[config.mk]
export PLATFORM = sky130hd
export DESIGN_NAME = clk_rst_sequencer
export DESIGN_NICKNAME = d
export VERILOG_FILES = /design/src/rtl/clk_rst_sequencer.sv
export SDC_FILE = /design/constraint.sdc
export NUM_CORES = 1
export LEC_CHECK = 0
export BUFFER_PORTS_ARGS = -buffer_cell sky130_fd_sc_hd__buf_2
export CAP_MARGIN = 20
export CELL_PAD_IN_SITES_DETAIL_PLACEMENT = 0
export CELL_PAD_IN_SITES_GLOBAL_PLACEMENT = 1
export CORE_MARGIN = 4
export CORE_UTILIZATION = 30
export DETAILED_ROUTE_END_ITERATION = 7
export PLACE_DENSITY_LB_ADDON = 0.1
export SYNTH_ARGS = -nofsm -noshare
export SYNTH_HDL_FRONTEND = slang
export SYNTH_SLANG_ARGS = --single-unit
[constraint.sdc]
create_clock -name clk_in1 -period 3.8 [get_ports clk_in1]
set_input_delay 0.38 -clock clk_in1 [delete_from_list [all_inputs] [get_ports clk_in1]]
set_output_delay 0.38 -clock clk_in1 [all_outputs]
set_load 0.02 [all_outputs]
[src/rtl/clk_rst_sequencer.sv]
// Power-up sequencer for the 2x clock generator: PLL reset pulse, lock wait/qualify, system reset release.
// Optional macro RETRY_LIMIT_EN bounds lock-timeout retries (MAX_RETRIES) and parks in FAIL.
module clk_rst_sequencer #(
`ifdef RETRY_LIMIT_EN
    parameter int MAX_RETRIES    = 8,
`endif
    parameter int PLL_RST_CYCLES = 4,
    parameter int LOCK_TIMEOUT   = 1000,
    parameter int STABLE_CYCLES  = 64,
    parameter int SYS_RST_CYCLES = 16,
    parameter int CNT_W          = 16
) (
    input  logic       clk_in1,
    input  logic       resetn,
    input  logic       pll_locked,
    input  logic       soft_rst_req,
    input  logic       err_clr,
    output logic       pll_resetn,
    output logic       sys_resetn,
    output logic       clk_en,
    output logic       lock_err,
    output logic [7:0] retry_cnt,
    output logic       fail,
    output logic [2:0] state_o
);

    typedef enum logic [2:0] {
        ST_RST_PLL   = 3'd0,
        ST_WAIT_LOCK = 3'd1,
        ST_STABLE    = 3'd2,
        ST_RUN       = 3'd3,
        ST_SOFT_RST  = 3'd4,
        ST_FAIL      = 3'd5
    } state_t;

    state_t           state;
    state_t           nxt;
    logic [CNT_W-1:0] cnt;
    logic [CNT_W-1:0] cnt_nxt;
    logic             lk_s1;
    logic             lk_s;
    logic             retry_inc;
    logic             loss;

    // pll_locked comes from another clock domain
    always_ff @(posedge clk_in1 or negedge resetn) begin
        if (!resetn) begin
            lk_s1 <= 1'b0;
            lk_s  <= 1'b0;
        end else begin
            lk_s1 <= pll_locked;
            lk_s  <= lk_s1;
        end
    end

    always_comb begin
        nxt       = state;
        cnt_nxt   = cnt;
        retry_inc = 1'b0;
        loss      = 1'b0;
        case (state)
            ST_RST_PLL: begin
                cnt_nxt = cnt + 1'b1;
                if (cnt == CNT_W'(PLL_RST_CYCLES - 1))
                    nxt = ST_WAIT_LOCK;
            end
            ST_WAIT_LOCK: begin
                cnt_nxt = cnt + 1'b1;
                if (lk_s) begin
                    nxt = ST_STABLE;
                end else if (cnt == CNT_W'(LOCK_TIMEOUT - 1)) begin
                    retry_inc = 1'b1;
                    nxt       = ST_RST_PLL;
`ifdef RETRY_LIMIT_EN
                    if (retry_cnt == 8'(MAX_RETRIES - 1))
                        nxt = ST_FAIL;
`endif
                end
            end
            ST_STABLE: begin
                cnt_nxt = cnt + 1'b1;
                if (!lk_s)
                    nxt = ST_WAIT_LOCK;
                else if (cnt == CNT_W'(STABLE_CYCLES - 1))
                    nxt = ST_RUN;
            end
            ST_RUN: begin
                if (!lk_s) begin
                    loss = 1'b1;
                    nxt  = ST_RST_PLL;
                end else if (soft_rst_req) begin
                    nxt = ST_SOFT_RST;
                end
            end
            ST_SOFT_RST: begin
                cnt_nxt = cnt + 1'b1;
                if (!lk_s) begin
                    loss = 1'b1;
                    nxt  = ST_RST_PLL;
                end else if (cnt == CNT_W'(SYS_RST_CYCLES - 1)) begin
                    nxt = ST_RUN;
                end
            end
`ifdef RETRY_LIMIT_EN
            ST_FAIL: nxt = ST_FAIL;
`endif
            default: nxt = ST_RST_PLL;
        endcase
        // Every transition restarts the shared counter
        if (nxt != state)
            cnt_nxt = '0;
    end

    // Outputs decode the next state so they move together with state_o
    always_ff @(posedge clk_in1 or negedge resetn) begin
        if (!resetn) begin
            state      <= ST_RST_PLL;
            cnt        <= '0;
            pll_resetn <= 1'b0;
            sys_resetn <= 1'b0;
            clk_en     <= 1'b0;
            lock_err   <= 1'b0;
            retry_cnt  <= 8'd0;
            state_o    <= 3'd0;
        end else begin
            state      <= nxt;
            cnt        <= cnt_nxt;
            pll_resetn <= (nxt != ST_RST_PLL) && (nxt != ST_FAIL);
            sys_resetn <= (nxt == ST_RUN);
            clk_en     <= (nxt == ST_RUN) || (nxt == ST_SOFT_RST);
            state_o    <= nxt;
            if (loss)
                lock_err <= 1'b1;
            else if (err_clr)
                lock_err <= 1'b0;
            if (retry_inc && (retry_cnt != 8'hFF))
                retry_cnt <= retry_cnt + 8'd1;
        end
    end

`ifdef RETRY_LIMIT_EN
    always_ff @(posedge clk_in1 or negedge resetn) begin
        if (!resetn)
            fail <= 1'b0;
        else
            fail <= (nxt == ST_FAIL);
    end
`else
    assign fail = 1'b0;
`endif

endmodule

# Yosys cells after proc, flatten, opt, wreduce, memory -nomap -nowiden
# Cells that the tools add are included.
[totals] ff_bits=33 input_bits=5 output_inout_bits=16 word_cells=52
[classes] addsub=2 eq_ne=13 mux=19 reduce_logical=9
[op_table] op="$mux W16" n=2
[op_table] op="$mux W3" n=9
[op_table] op="$add A16 B1 Y16 const B" n=1
[op_table] op="$eq A16 B10 Y1 const B" n=1
[op_table] op="$eq A16 B2 Y1 const B" n=1
[op_table] op="$eq A16 B4 Y1 const B" n=1
[op_table] op="$eq A16 B6 Y1 const B" n=1
[op_table] op="$pmux W3 S5" n=1
[op_table] op="$eq A3 B2 Y1 const B" n=3
[op_table] op="$add A8 B1 Y8 const B" n=1
[op_table] op="$ne A8 B8 Y1 const B" n=1
[op_table] op="$mux W1" n=7
[op_table] op="$eq A3 B3 Y1 const B" n=2
[op_table] op="$reduce_bool A2 Y1" n=2
[op_table] op="$reduce_or A4 Y1" n=1
[op_table] op="$eq A3 B1 Y1 const B" n=1
[op_table] op="$logic_not A3 Y1" n=1
[op_table] op="$ne A3 B3 Y1" n=1
[op_table] op="$ne A3 B3 Y1 const B" n=1
[op_table] op="$reduce_bool A3 Y1" n=1
[op_table] op="$logic_and A1 B1 Y1" n=2
[op_table] op="$reduce_or A2 Y1" n=1
[op_table] op="$logic_or A1 B1 Y1" n=1

# Longest topological paths before layout
# Gate-level depths: netlist of run 1.
[logic_depth] depth_word=6 mapped_depth=7 ltp_nobuf=6

# Worst setup path before layout of run 1
# OpenSTA, ideal clock, no wires.
[synth_timing] kind="flip-flop to flip-flop" from="register cnt[4]" to="register retry_cnt[1]" setup_time_ns=0.128 arrival_time_ns=1.946 t_required_ns=3.672 setup_slack_ns=1.727 path_stages_with_launch=6 n_path_buf=1 period_less_slack_ns=2.073 path_cell_list="dfrtp_1 buf_6 or4b_1 nor4_2 nor3b_4 mux2_1"
[synth_between] elab_chain_len=5
[synth_lines] item="from (decl)" line_no="38" text="logic [CNT_W-1:0] cnt;"
[synth_lines] item="from (signal assigned)" line_no="127" text="cnt <= cnt_nxt;"
[synth_lines] item="$eq A16 B10 Y1" line_no="71" text="end else if (cnt == CNT_W'(LOCK_TIMEOUT - 1)) begin"
[synth_lines] item="$mux W1" line_no="71"
[synth_lines] item="$mux W1" line_no="69" text="if (lk_s) begin"
[synth_lines] item="$mux W1" line_no="61" text="case (state)"
[synth_lines] item="$logic_and A1 B1 Y1" line_no="136" text="if (retry_inc && (retry_cnt != 8'hFF))"
[synth_lines] item="to (signal assigned)" line_no="137" text="retry_cnt <= retry_cnt + 8'd1;"
[synth_lines] item="to (decl)" line_no="22" text="output logic [7:0] retry_cnt,"
# No other way between the ends.
# A chain may end at the register's enable or synchronous reset.

# Final worst setup path of run 1
[layout_timing] from="register cnt[4]" to="register cnt[6]"
[layout_between] elab_chain_len=6 elab_cells_between_ends=17 classes_between="1 x add/sub; 5 x eq/ne; 10 x mux; 1 x reduce/logical"
[layout_lines] item="$eq A16 B4 Y1, or another cell as far along" line_no="100" text="end else if (cnt == CNT_W'(SYS_RST_CYCLES - 1)) begin"
[layout_lines] item="$mux W3, on equally long branches" line_no="100, 71, 84"
[layout_lines] item="$mux W3, on equally long branches" line_no="97, 69, 82"
[layout_lines] item="$pmux W3 S5" line_no="61"
[layout_lines] item="$ne A3 B3 Y1" line_no="110" text="if (nxt != state)"
[layout_lines] item="$mux W16 or $reduce_bool A2 Y1 (tied branches)"
# Several ways; a longest one is shown, not always the timed one. The select of a mux whose other input is x is not followed.

==> results of run 1 <==
==> through the flow <==
stage	instance area [um^2]	power [mW]	hold WS [ns]	worst slack, ns
after floorplan	1810	0.650	0.0844	1.73
after global placement	1940	0.707	0.332	1.45
after detailed placement	1940	0.711	0.336	1.42
after CTS	2040	1.01	0.187	1.42
after global routing	2040	1.07	0.188	1.31
final	2040	0.992	0.159	1.49
==> state kept, by name (all words and copies together), names as in the netlist <==
signal      count
lk_s            1
retry_cnt       8
lk_s1           1
clk_en          1
sys_resetn      1
state           3
lock_err        1
pll_resetn      1
cnt            16
==> logic make-up after synthesis <==
logic type	synth area share, %
adders and majority gates	2.00
AOI/OAI and AO/OA	6.50
xor gates and xnor gates	11.1
and+or+nand+nor	29.6
other	0.207
DFF	45.6
muxes	1.17
buffers and inverters	3.80
==> worst max-delay path by stage <==
stage,from,end,slack (ns),cells past startpoint
floorplan,cnt[4],retry_cnt[1],1.73,5
global placement,cnt[4],cnt[11],1.45,5
detailed placement,cnt[4],cnt[11],1.42,5
CTS,cnt[4],cnt[2],1.42,5
global route,cnt[0],cnt[1],1.31,6
finish,cnt[4],cnt[6],1.49,5
==> layout by cell type, fill, tap and decap left out, types with 2 or more instances in the layout <==
cell      Yosys  routed
dfrtp_1      33      33
nor2_1       25      25
buf_2         3      19
nand2_1      15      15
nand3_1      14      14
xor2_1       13      13
xnor2_1      10      10
clkbuf_8      0       7
nor4_1        6       6
nor3_1        6       6
nand4_1       5       5
a21oi_1       4       4
nor3b_1       3       3
or4_4         2       2
and2_1        2       2
inv_1         2       2
o22ai_1       2       2
o21a_1        2       2
and4_1        2       2
and3_1        2       2
ha_1          2       2
==> area by class of cell <==
| class | instances | area, um^2 | area share (%) |
|---|---|---|---|
| well taps | 75 | 93.8 | 4.60 |
| inverters | 2 | 7.51 | 0.368 |
| flip-flops and latches | 33 | 826 | 40.5 |
| multi-input cells | 139 | 916 | 44.9 |
| clock buffers | 7 | 96.3 | 4.72 |
| repair buffers | 19 | 95.1 | 4.66 |
| clock inverters | 1 | 5.00 | 0.245 |
==> Yosys cell counts, types with 2 or more instances <==
library cell,count,area [um^2]
clkbuf_1,3,11.3
dfrtp_1,33,826
or4_4,2,22.5
nor3b_1,3,22.5
xor2_1,13,114
o21a_1,2,15.0
buf_6,2,22.5
a21oi_1,4,20.0
nand4_1,5,31.3
and3_1,2,12.5
nor3_1,6,30.0
xnor2_1,10,87.6
o22ai_1,2,12.5
buf_2,3,15.0
and2_1,2,12.5
inv_1,2,7.51
nor4_1,6,37.5
ha_1,2,25.0
and4_1,2,17.5
nor2_1,25,93.8
nand2_1,15,56.3
nand3_1,14,70.1
==> per-layer routing <==
| layer | GRT usage (%) | vias to the layer above |
|---|---|---|
| met1 | 15.4 | 676 |
| met5 | 0 | - |
| met3 | 3.55 | 5 |
| met2 | 18.7 | 25 |
| li1 | - | 679 |
| met4 | 3.88 | 0 |
==> worst reg2reg max path: stages, from the launching register on <==
cell and delay (ns):
dfrtp_1 0.49, or4b_1 0.60, nor4_2 0.37, o21ai_2 0.15, a31oi_4 0.46, nor2_1 0.11
==> power groups by stage <==
stage	sequential (mW)	clock [mW]	combinational, mW
after floorplan	0.443	0	0.207
after global placement	0.444	0	0.262
after detailed placement	0.446	0	0.265
after CTS	0.439	0.308	0.267
after global routing	0.448	0.329	0.293
final	0.440	0.292	0.260
==> results.json, run 1 <==
{
  "cts_tree": "yes",
  "slowest_stage": "or4b_1",
  "slew_headroom_pct": 50.5,
  "end_kind": "flop",
  "synth_flop_cell": "dfrtp_1",
  "setup_viol": 0,
  "syn_nets": 191,
  "syn2layout_area_growth_pct": 12.6,
  "grt_overflow": 0,
  "highest_layer": "met4",
  "dieHeight_um": 85.7,
  "async_flop_share_pct": 100,
  "rsz0062_at_grt": "no",
  "start_kind": "flop",
  "reg2reg_depth": 5,
  "syn-instance-count": 184,
  "hold_buffers": 0,
  "finalMaxSlewViolations": 0,
  "route.detailed.drc": 0,
  "yosysUniqueCellTypes": 48,
  "cts_repair_resize_count": 0,
  "wl_um": 3880,
  "routed-wl-met2_um": 1760,
  "crit_buf_inv": 0,
  "grt_pass1_wl_um": 6880,
  "period_share_pct": 60.9,
  "swShare_pct": 34.1,
  "critPathKind": "reg2reg",
  "intPower_mw": 0.654,
  "post_cts_buffers": 0,
  "htree_levels": 2,
  "final_nets": 207,
  "syn_area_mm2": 0.00181,
  "wl_met1_um": 1870,
  "portBuffers": 19,
  "r2r-end": "cnt[6]",
  "fin_crit_ns": 2.31,
  "clock_tree.root_cell": "clkbuf_8",
  "grt_util_all_layers_pct": 11.8,
  "dieArea_mm2": 0.00734,
  "drv_cap": 0,
  "grt_pass1_vias": 1422,
  "diodes": 0,
  "clk_pin_slew_worst_paths_ns": 0.07,
  "max_freq_mhz": 432,
  "grt_max_degree": 34,
  "worst_pin_slew_ns": 0.743,
  "wl_met3_um": 185,
  "synth.avg_cell_area_um2": 9.84,
  "required_ns": 3.95,
  "totalNegativeSetupSlack_ns": 0,
  "die_x_um": 85.7,
  "reg2reg_slack_ns": 1.49,
  "clk_latency_ns": 0.28,
  "finalClockSkew_ns": 0.00398,
  "dp.final_hpwl_um": 2760,
  "antenna_found_initial": 0,
  "dp.cells": 268,
  "layout-drive-gt1-share_pct": 19.9,
  "crit_chain": "or4b_1 -> nor4_2 -> o21ai_2 -> a31oi_4 -> nor2_1",
  "switching_power_mw": 0.338,
  "hold_path.class": "in2async",
  "ios": 21,
  "placementRows": 28,
  "critPathTopFamily": "simple AND/OR/NAND/NOR gates",
  "yosys_register_bits": 33,
  "slowest_delay_ns": 0.60,
  "peakVddDrop_v": 0.000163,
  "synth_warnings": 0,
  "floorplan.initialDensity_pct": 30.8,
  "core-area_mm2": 0.00589,
  "gp_congestion": 0.778,
  "viasPerCell": 5.02,
  "ant_nets": 0,
  "drt_iter0_drc": 58,
  "worstPathArrival_ns": 2.46,
  "finalHoldViolCount": 0,
  "worstReg2RegStart": "cnt[4]",
  "fill_cells": 632,
  "p_leak_nw": 0.913,
  "clkSinkCount": 33,
  "numCtsBuffers": 5,
  "p_per_area_mw_per_mm2": 486,
  "path_max_fanout": 16,
  "utilization_pct": 34.7,
  "seq_area_frac_synth_pct": 45.6,
  "clockBufferDepth": 2,
  "final_cells": 276,
  "wl_per_cell_um": 14.1,
  "vias": 1385,
  "synth_edf_count": 0,
  "p_comb_share_pct": 26.2,
  "seqPwrFrac_pct": 44.3,
  "firstDrtPassIters": 4,
  "outcome": "complete, no violations",
  "clkPwrFrac_pct": 29.4
}
No activity file was read; power rests on OpenSTA's default activity.
==> inputs of run 2 (changes only) <==
- clock period: 3.8 -> 2.3 ns (I/O delays scaled with it)
==> results.json, run 2 (synthesis results as in run 1) <==
{
  "grt_overflow": 0,
  "die_x_um": 85.7,
  "totalNegativeSetupSlack_ns": 0,
  "outcome": "complete, no violations",
  "grt_max_degree": 34,
  "crit_buf_inv": 0,
  "core-area_mm2": 0.00589,
  "swShare_pct": 34.0,
  "hold_path.class": "in2async",
  "slowest_delay_ns": 0.50,
  "power_mw": 1.71,
  "antenna_found_initial": 0,
  "final_cell_mix": "dfrtp_1, nor2_1, buf_2, nand2_1, nand3_1",
  "rsz0062_at_grt": "no",
  "worstPathArrival_ns": 2.34,
  "dieHeight_um": 85.7,
  "floorplan.initialDensity_pct": 30.8,
  "seqPwrFrac_pct": 42.5,
  "grt_util_all_layers_pct": 12.7,
  "dp.final_hpwl_um": 3000,
  "slew_headroom_pct": 50.1,
  "fin_crit_ns": 2.18,
  "p_comb_share_pct": 28.7,
  "cts_repair_resize_count": 0,
  "syn2layout_area_growth_pct": 16.7,
  "cts_tree": "yes",
  "period_share_pct": 94.6,
  "clk_pin_slew_worst_paths_ns": 0.07,
  "end_kind": "flop",
  "required_ns": 2.47,
  "path_max_fanout": 5,
  "ant_nets": 0,
  "final_area_mm2": 0.00211,
  "crit_chain": "ha_1 -> or4b_1 -> nor4_2 -> nor3b_4 -> mux2_1",
  "diodes": 0,
  "switching_power_mw": 0.581,
  "slowest_stage": "or4b_1",
  "clkSinkCount": 33,
  "wl_per_cell_um": 14.6,
  "worst_pin_slew_ns": 0.748,
  "whs_ns": 0.00984,
  "startpoint": "cnt[0]",
  "largest_reg_flops": 16,
  "p_per_area_mw_per_mm2": 807,
  "drt_iter0_drc": 51,
  "setup_viol": 0,
  "grt_pass1_wl_um": 7360,
  "final_nets": 215,
  "pre_cts_ws_ns": 0.0675,
  "clk_latency_ns": 0.28,
  "clockBufferDepth": 2,
  "htree_levels": 2,
  "finalHoldViolCount": 0,
  "numCtsBuffers": 5,
  "placementRows": 28,
  "critPathKind": "reg2reg",
  "drv_cap": 0,
  "clock_tree.root_cell": "clkbuf_8",
  "portBuffers": 19,
  "final_cells": 284,
  "finalClockSkew_ns": 0.00831,
  "regMostFlops": "cnt",
  "dieArea_mm2": 0.00734,
  "post_cts_buffers": 0,
  "hold_buffers": 0,
  "dp.cells": 275,
  "layout-drive-gt1-share_pct": 23.0,
  "clkPwrFrac_pct": 28.9,
  "firstDrtPassIters": 4,
  "gp_congestion": 0.759,
  "worstReg2RegStart": "cnt[0]",
  "critPathTopFamily": "simple AND/OR/NAND/NOR gates",
  "max_freq_mhz": 460,
  "largestRegisters": "cnt (16), retry_cnt (8), state (3)",
  "final_common_cell": "dfrtp_1",
  "start_kind": "flop",
  "place_area_mm2": 0.00200,
  "viasPerCell": 4.97,
  "setup_ws_ns": 0.125,
  "ios": 21,
  "p_leak_nw": 0.960,
  "wl_um": 4140,
  "finalMaxSlewViolations": 0,
  "vias": 1411,
  "route.detailed.drc": 0,
  "intPower_mw": 1.12,
  "grt_pass1_vias": 1493,
  "utilization_pct": 35.9,
  "peakVddDrop_v": 0.000343
}
==> run 2: cell types whose count changed in the layout (fill, tap and decap cells not counted), sizes merged <==
| cell | previous run | this run |
|---|---|---|
| buf | 19 | 27 |
==> run 2: worst register-to-register path, delay by kind of cell (launching register included) <==
kind	cells	cell delay [ns]
and+or+nand+nor	3	1.13
DFF	1	0.38
muxes	1	0.34
adders and majority gates	1	0.22
==> run 2: cell type report <==
type | count | area, um^2
Fill cell | 637 | 3770
Inverter | 2 | 7.51
Multi-Input combinational cell | 139 | 916
Tap cell | 75 | 93.8
Sequential cell | 33 | 826
Clock buffer | 7 | 96.3
Clock inverter | 1 | 5.00
Timing Repair Buffer | 27 | 168
==> run 2: final timing paths <==
kind	to	slack, ns	depth (start not counted)
hold / removal	clk_en	0.01	1
setup reg to reg	retry_cnt[1]	0.12	5
setup / recovery	retry_cnt[1]	0.12	5
hold reg to reg	lk_s	0.35	0
max in group asynchronous	cnt[0]	1.81	1
min in group clk_in1	lk_s1	0.06	1
==> run 2: layer usage <==
metal	wire length, um	share of wire [%]	track usage [%]
met1	1960	47	16.0
met2	2010	48	21.0
met3	148	3.6	3.75
met4	25	0.60	3.45
met5	0	0	0
==> run 2: power groups by stage <==
stage	combinational, mW	clock (mW)	sequential [mW]
4_1_cts	0.505	0.512	0.725
6_report	0.489	0.492	0.724
2_1_floorplan	0.342	0	0.732
5_1_grt	0.547	0.557	0.735
3_3_place_gp	0.491	0	0.733
3_5_place_dp	0.503	0	0.736
